===== config.mk =====
export PLATFORM = sky130hd
export DESIGN_NAME = alu_logic_pipe_flat
export DESIGN_NICKNAME = d
export VERILOG_FILES = /design/src/rtl/alu_logic_pipe_if.sv /design/src/rtl/alu_logic_pipe.sv /design/src/flat_wrapper.sv
export SDC_FILE = /design/constraint.sdc
export NUM_CORES = 1
export LEC_CHECK = 0
export BUFFER_PORTS_ARGS = -buffer_cell sky130_fd_sc_hd__buf_2
export CAP_MARGIN = 30
export CORE_UTILIZATION = 48
export CTS_CLUSTER_DIAMETER = 80
export DETAILED_ROUTE_END_ITERATION = 16
export PLACE_DENSITY = 0.75
export RECOVER_POWER = 50
export SYNTH_ARGS = -nofsm -noshare
export SYNTH_HDL_FRONTEND = slang
export SYNTH_SLANG_ARGS = --single-unit

===== constraint.sdc =====
create_clock -name clk -period 5.13 [get_ports clk]
set_input_delay 0.7695 -clock clk [delete_from_list [all_inputs] [get_ports clk]]
set_output_delay 0.7695 -clock clk [all_outputs]
set_load 0.01 [all_outputs]

===== src/rtl/alu_logic_pipe_if.sv =====
// Valid/ready bus for the pipelined bitwise ALU: issue side (in_*) and result side (out_*).
// The master modport is the issuing side; the slave modport is the pipeline.
interface alu_logic_pipe_if #(
    parameter int unsigned WIDTH = 32,
    parameter int unsigned TAG_W = 5
) ();
    logic             in_valid;
    logic             in_ready;
    logic [2:0]       in_op;
    logic [WIDTH-1:0] in_a;
    logic [WIDTH-1:0] in_b;
    logic [TAG_W-1:0] in_tag;
    logic             out_valid;
    logic             out_ready;
    logic [WIDTH-1:0] out_result;
    logic             out_zero;
    logic [TAG_W-1:0] out_tag;

    modport master (
        output in_valid, in_op, in_a, in_b, in_tag, out_ready,
        input  in_ready, out_valid, out_result, out_zero, out_tag
    );

    modport slave (
        input  in_valid, in_op, in_a, in_b, in_tag, out_ready,
        output in_ready, out_valid, out_result, out_zero, out_tag
    );
endinterface


===== src/rtl/alu_logic_pipe.sv =====
// Eight-function bitwise ALU feeding a STAGES-deep elastic valid/ready pipeline.
// Carries a zero flag and a passthrough tag alongside each result.
module alu_logic_pipe #(
    parameter int unsigned WIDTH  = 32,
    parameter int unsigned STAGES = 2,
    parameter int unsigned TAG_W  = 5
) (
    input  logic              clk,
    input  logic              rst,
    alu_logic_pipe_if.slave   bus
);
    typedef enum logic [2:0] {
        OP_NOT  = 3'b000,
        OP_AND  = 3'b001,
        OP_OR   = 3'b010,
        OP_XOR  = 3'b011,
        OP_NOR  = 3'b100,
        OP_NAND = 3'b101,
        OP_XNOR = 3'b110,
        OP_PASS = 3'b111
    } op_e;

    logic [WIDTH-1:0] res_d;
    logic             zero_d;

    logic [STAGES-1:0] v_q;
    logic [WIDTH-1:0]  res_q  [STAGES];
    logic [STAGES-1:0] zero_q;
    logic [TAG_W-1:0]  tag_q  [STAGES];

    logic [STAGES-1:0] stage_rdy;
    logic [STAGES-1:0] v_in;
    logic [WIDTH-1:0]  res_in [STAGES];
    logic [STAGES-1:0] zero_in;
    logic [TAG_W-1:0]  tag_in [STAGES];

    // Function unit feeding stage 0
    always_comb begin
        res_d = bus.in_a;
        case (bus.in_op)
            OP_NOT:  res_d = ~bus.in_a;
            OP_AND:  res_d = bus.in_a & bus.in_b;
            OP_OR:   res_d = bus.in_a | bus.in_b;
            OP_XOR:  res_d = bus.in_a ^ bus.in_b;
            OP_NOR:  res_d = ~(bus.in_a | bus.in_b);
            OP_NAND: res_d = ~(bus.in_a & bus.in_b);
            OP_XNOR: res_d = ~(bus.in_a ^ bus.in_b);
            OP_PASS: res_d = bus.in_a;
            default: res_d = bus.in_a;
        endcase
        zero_d = (res_d == '0);
    end

    // Stage k accepts whenever some stage at or after it is empty, or the sink accepts
    for (genvar g = 0; g < int'(STAGES); g++) begin : g_stage
        assign stage_rdy[g] = bus.out_ready || !(&v_q[STAGES-1:g]);
        if (g == 0) begin : g_head
            assign v_in[g]    = bus.in_valid;
            assign res_in[g]  = res_d;
            assign zero_in[g] = zero_d;
            assign tag_in[g]  = bus.in_tag;
        end else begin : g_body
            assign v_in[g]    = v_q[g-1];
            assign res_in[g]  = res_q[g-1];
            assign zero_in[g] = zero_q[g-1];
            assign tag_in[g]  = tag_q[g-1];
        end
    end

    // Data only moves with a valid token so bubbles never disturb held outputs
    always_ff @(posedge clk or posedge rst) begin
        if (rst) begin
            for (int k = 0; k < int'(STAGES); k++) begin
                v_q[k]    <= 1'b0;
                res_q[k]  <= '0;
                zero_q[k] <= 1'b1;
                tag_q[k]  <= '0;
            end
        end else begin
            for (int k = 0; k < int'(STAGES); k++) begin
                if (stage_rdy[k]) begin
                    v_q[k] <= v_in[k];
                    if (v_in[k]) begin
                        res_q[k]  <= res_in[k];
                        zero_q[k] <= zero_in[k];
                        tag_q[k]  <= tag_in[k];
                    end
                end
            end
        end
    end

    assign bus.in_ready   = stage_rdy[0] && !rst;
    assign bus.out_valid  = v_q[STAGES-1];
    assign bus.out_result = res_q[STAGES-1];
    assign bus.out_zero   = zero_q[STAGES-1];
    assign bus.out_tag    = tag_q[STAGES-1];

endmodule


===== src/flat_wrapper.sv =====
// flat-port wrapper written by rule: the top's interface ports become plain ports
module alu_logic_pipe_flat 
#(
    parameter int unsigned WIDTH  = 32,
    parameter int unsigned STAGES = 2,
    parameter int unsigned TAG_W  = 5
)
  (clk, rst, bus_in_valid, bus_in_op, bus_in_a, bus_in_b, bus_in_tag, bus_out_ready, bus_in_ready, bus_out_valid, bus_out_result, bus_out_zero, bus_out_tag);
  alu_logic_pipe_if #(.WIDTH(WIDTH), .TAG_W(TAG_W)) bus_i ();
  input  logic clk;
  input  logic rst;
  input wire logic [$bits(bus_i.in_valid)-1:0] bus_in_valid;
  input wire logic [$bits(bus_i.in_op)-1:0] bus_in_op;
  input wire logic [$bits(bus_i.in_a)-1:0] bus_in_a;
  input wire logic [$bits(bus_i.in_b)-1:0] bus_in_b;
  input wire logic [$bits(bus_i.in_tag)-1:0] bus_in_tag;
  input wire logic [$bits(bus_i.out_ready)-1:0] bus_out_ready;
  output wire logic [$bits(bus_i.in_ready)-1:0] bus_in_ready;
  output wire logic [$bits(bus_i.out_valid)-1:0] bus_out_valid;
  output wire logic [$bits(bus_i.out_result)-1:0] bus_out_result;
  output wire logic [$bits(bus_i.out_zero)-1:0] bus_out_zero;
  output wire logic [$bits(bus_i.out_tag)-1:0] bus_out_tag;
  assign bus_i.in_valid = bus_in_valid;
  assign bus_i.in_op = bus_in_op;
  assign bus_i.in_a = bus_in_a;
  assign bus_i.in_b = bus_in_b;
  assign bus_i.in_tag = bus_in_tag;
  assign bus_i.out_ready = bus_out_ready;
  assign bus_in_ready = bus_i.in_ready;
  assign bus_out_valid = bus_i.out_valid;
  assign bus_out_result = bus_i.out_result;
  assign bus_out_zero = bus_i.out_zero;
  assign bus_out_tag = bus_i.out_tag;
  alu_logic_pipe #(.WIDTH(WIDTH), .STAGES(STAGES), .TAG_W(TAG_W)) u_core (.clk(clk), .rst(rst), .bus(bus_i));
endmodule

==> metrics.md <==
| Metric | Value |
|---|---|
| Tcrit/Tclk final | `about 70%` |
| Post-synthesis mux area share | `a little over a tenth` |
| DRT iter0 DRCs | `roughly 400` |
| Most frequent cells in the layout | `buf_2 (108), dfrtp_1 (76), inv_1 (71)` |
| First-pass GRT wire length | `26,400 um` |
| Drt first pass iters | `5` |
| Top layer in use | `met4` |
| Slowest cell on crit path | `clkbuf_1` |
| Top area cells in the synthesized netlist | `dfrtp_1 (30%), ha_1 (13%), mux2_2 (9.8%)` |
| Post-CTS Repair Setup Buffers | `0` |
| Setup crit start kind | `input pin` |
| Die Ht | `~120 um` |
| Cell Pwr Density | `between 200 and 300 nW/um^2` |
| R2R setup slack | `~3200 ps` |
| Critical path's most frequent cell | `clkbuf_1` |
| Congestion Overflow GR | `0` |
| Final Util | `56.0%` |
| Max_cap viols | `1` |
| Fin. Hold Viols | `0` |
| Final ANT Viol Nets | `0` |
| Slew headroom | `less than 1%` |
| Post-Route Setup TNS | `0 ps` |
| Vias/cell | `about 5.9` |
| CP required | `approximately 5300 ps` |
| Vias | `about 5,700` |
| Synth Flop Type | `dfrtp_1` |
| Failing checks | `max-capacitance violations` |
| All-layer global routing usage | `25.0%` |
| Net Sw Frac | `around 33%` |
| Detailed-placement wirelength estimate | `12,200 um` |
| Minimum clock period | `3650 ps` |
| Worst path max stage delay | `approximately 1200 ps` |
| Crit path cell chain | `buf_2 -> inv_1 -> clkbuf_1 -> clkbuf_1` |
| Boundary pin count | `approximately 120` |
| Main combinational cell family by area after synthesis | `compound AO/OA/AOI/OAI gates` |
| Simple-gate share of the synthesized area | `13.3%` |
| Clock network power share | `27.8%` |
| CTS tree | `done` |
| Num CTS Buffers | `9` |
| Synth area leader | `dfrtp_1` |
| Cell-internal power | `~0.0014 W` |
| Clock Pin Slew Worst Setup and Hold Paths | `about 50 ps` |
| Critical path endpoint category | `asynchronous set/reset pin` |
| Commonest non-fill, non-tap cell in the layout | `buf_2` |
| Register area share after synthesis | `30.8%` |
| Worst skew pair latency | `roughly 330 ps` |
| Worst path arrival time | `between 3000 and 4000 ps` |
| Vias in the first global route | `roughly 5,400` |
| Nets | `919` |
| Leakage power | `3.36 nW` |
| CORE AREA | `12,700 um^2` |
| IO buf count | `about 120` |
| Die W | `117 um` |
| Fmax | `roughly 270 MHz` |
| Hold Crit Depth | `2` |
| Combinational Power Share | `slightly above 30%` |
| Worst-margin pin slew | `between 1000 and 1500 ps` |
| # DRC | `0` |
| Worst r2r src | `u_core.v_q[1]` |
| Clock skew | `between 7 and 8 ps` |
| Seq pwr share | `about 41%` |
| Post-Route WL | `around 17,000 um` |
| Post-CTS Resized | `0` |
| Post-synthesis cell area | `between 6000 and 7000 um^2` |
| Die area | `13,700 um^2` |
| Cts hold-fix bufs | `0` |
| Metal-1 WL | `7820 um` |
| Routed wl met3 | `between 1000 and 1500 um` |
| Maximum VDD drop | `~0.15 mV` |
| Compound-cell area share of the yosys netlist | `a little under a quarter` |
| Rows | `41` |
| Post-synth top area share | `between 30% and 40%` |
| Initial core utilization | `about half` |
| Ant. Diodes | `0` |
| Initial antenna violation count | `0` |
| Crit Path Max Fanout | `28` |
| Status | `finished with violations` |
| Post-synth cell types | `slightly below 70` |
| R2R cell count | `7` |
| Ys async rst share | `100%` |
| Switching Power | `about 0.00068 W` |
| Post-synth EDFFs | `0` |
| Hold_ws | `just under 500 ps` |
| Gate Count Post-Synth | `around 700` |
| Final Power | `between 0.002 and 0.0025 W` |
| Register bit count reported by yosys | `78` |
| Synth Area in XOR/XNOR | `0%` |
| Root Driver | `clkbuf_16` |
| Clock Tree Buf Depth | `2` |
| Unrepaired setup endpoints after global routing | `false` |
| GPL Wtd Cong | `~0.83` |
| Synth Area in Adders | `between 10% and 20%` |
| Final setup viols | `0` |
| Worst min path class | `flop to flop` |
| Clock sinks | `78` |
| Final Max Tran Viols | `0` |
| Drt wl/cell | `around 18 um` |
| Worst r2r dst | `u_core.zero_q[0]` |
| Syn_nets | `between 800 and 900` |
| Mean Syn Cell Area | `9.10 um^2` |
| Area Overhead vs Synth | `12.3%` |
| Hold Crit Start | `u_core.res_in[10]` |
| Yosys warnings | `0` |
| Htree depth | `3` |
| Met2 wire length | `approximately 7400 um` |
| CP Class | `input pin to asynchronous set/reset pin` |
| Worst hold endpoint | `u_core.res_in[10]` |
| Proportion of layout cells with a drive suffix above 1 | `27.2%` |
| Pin count of the biggest net entering global routing | `between 60 and 70` |
## worst max path at each step
stage	startpoint	to	slack, ps	cells past startpoint
finish	rst	u_core.res_in[10]	1480	4
global route	rst	u_core.res_in[10]	810	4
CTS	bus_in_op[0]	u_core.zero_q[0]	1760	8
detailed placement	bus_in_op[0]	u_core.zero_q[0]	1420	8
global placement	bus_in_op[0]	u_core.zero_q[0]	1500	8
floorplan	rst	u_core.bus.out_result[0]	2370	1
## metal layers
metal  vias up  track usage (%)
met5         -                0
met4         0             8.44
met3        29             4.07
met2       220             39.5
met1      2755             34.9
li1       2669                -
## cell families after synthesis
family / count (synthesis)
AO/OA/AOI/OAI: 205
adder cells (fa/ha/maj): 64
multiplexers: 58
buffers and inverters: 125
flip-flops: 78
AND/OR/NAND/NOR: 166
## stage by stage
stage,std cells,cell area (um^2),setup WS [ps]
CTS,955,7150,1760
floorplan,696,6340,2370
global route,955,7120,813
finish,955,7120,1480
global placement,939,6860,1500
detailed placement,940,6880,1420
## Yosys cell counts (all sizes together), types with 11 or more instances
library cell  count
nor2             40
dfrtp            76
nand2b           26
mux2             55
inv              73
o211ai           11
ha               64
nand2            43
a21oi            48
o31ai            11
clkbuf           18
and3             11
buf              34
a221oi           24
o21ai            37
## power by group through the flow
stage,combinational (W),sequential (W),clock [W]
after global routing,0.000710,0.000865,0.000608
after global placement,0.000620,0.000847,0
after floorplan,0.000389,0.000872,0
after CTS,0.000648,0.000846,0.000587
after detailed placement,0.000646,0.000858,0
final,0.000642,0.000846,0.000572
## layout make-up
cell class,instances,area [um^2]
Sequential cell,78,1950
Timing Repair Buffer,124,627
Clock inverter,5,36.3
Multi-Input combinational cell,493,3780
Tap cell,172,215
Clock buffer,10,229
Fill cell,1166,5600
Inverter,73,274
## state kept, by name (all words and copies together), names as in the netlist
signal,flops
u_core.v_q,2
u_core.bus.out_result,32
u_core.res_in,32
u_core.bus.out_tag,5
u_core.tag_in,5
u_core.zero_q,2
## critical path, delay by kind of cell
kind     cells  cell delay [ps]
buf+inv      4             3030
(Power assumes the default switching activity.)
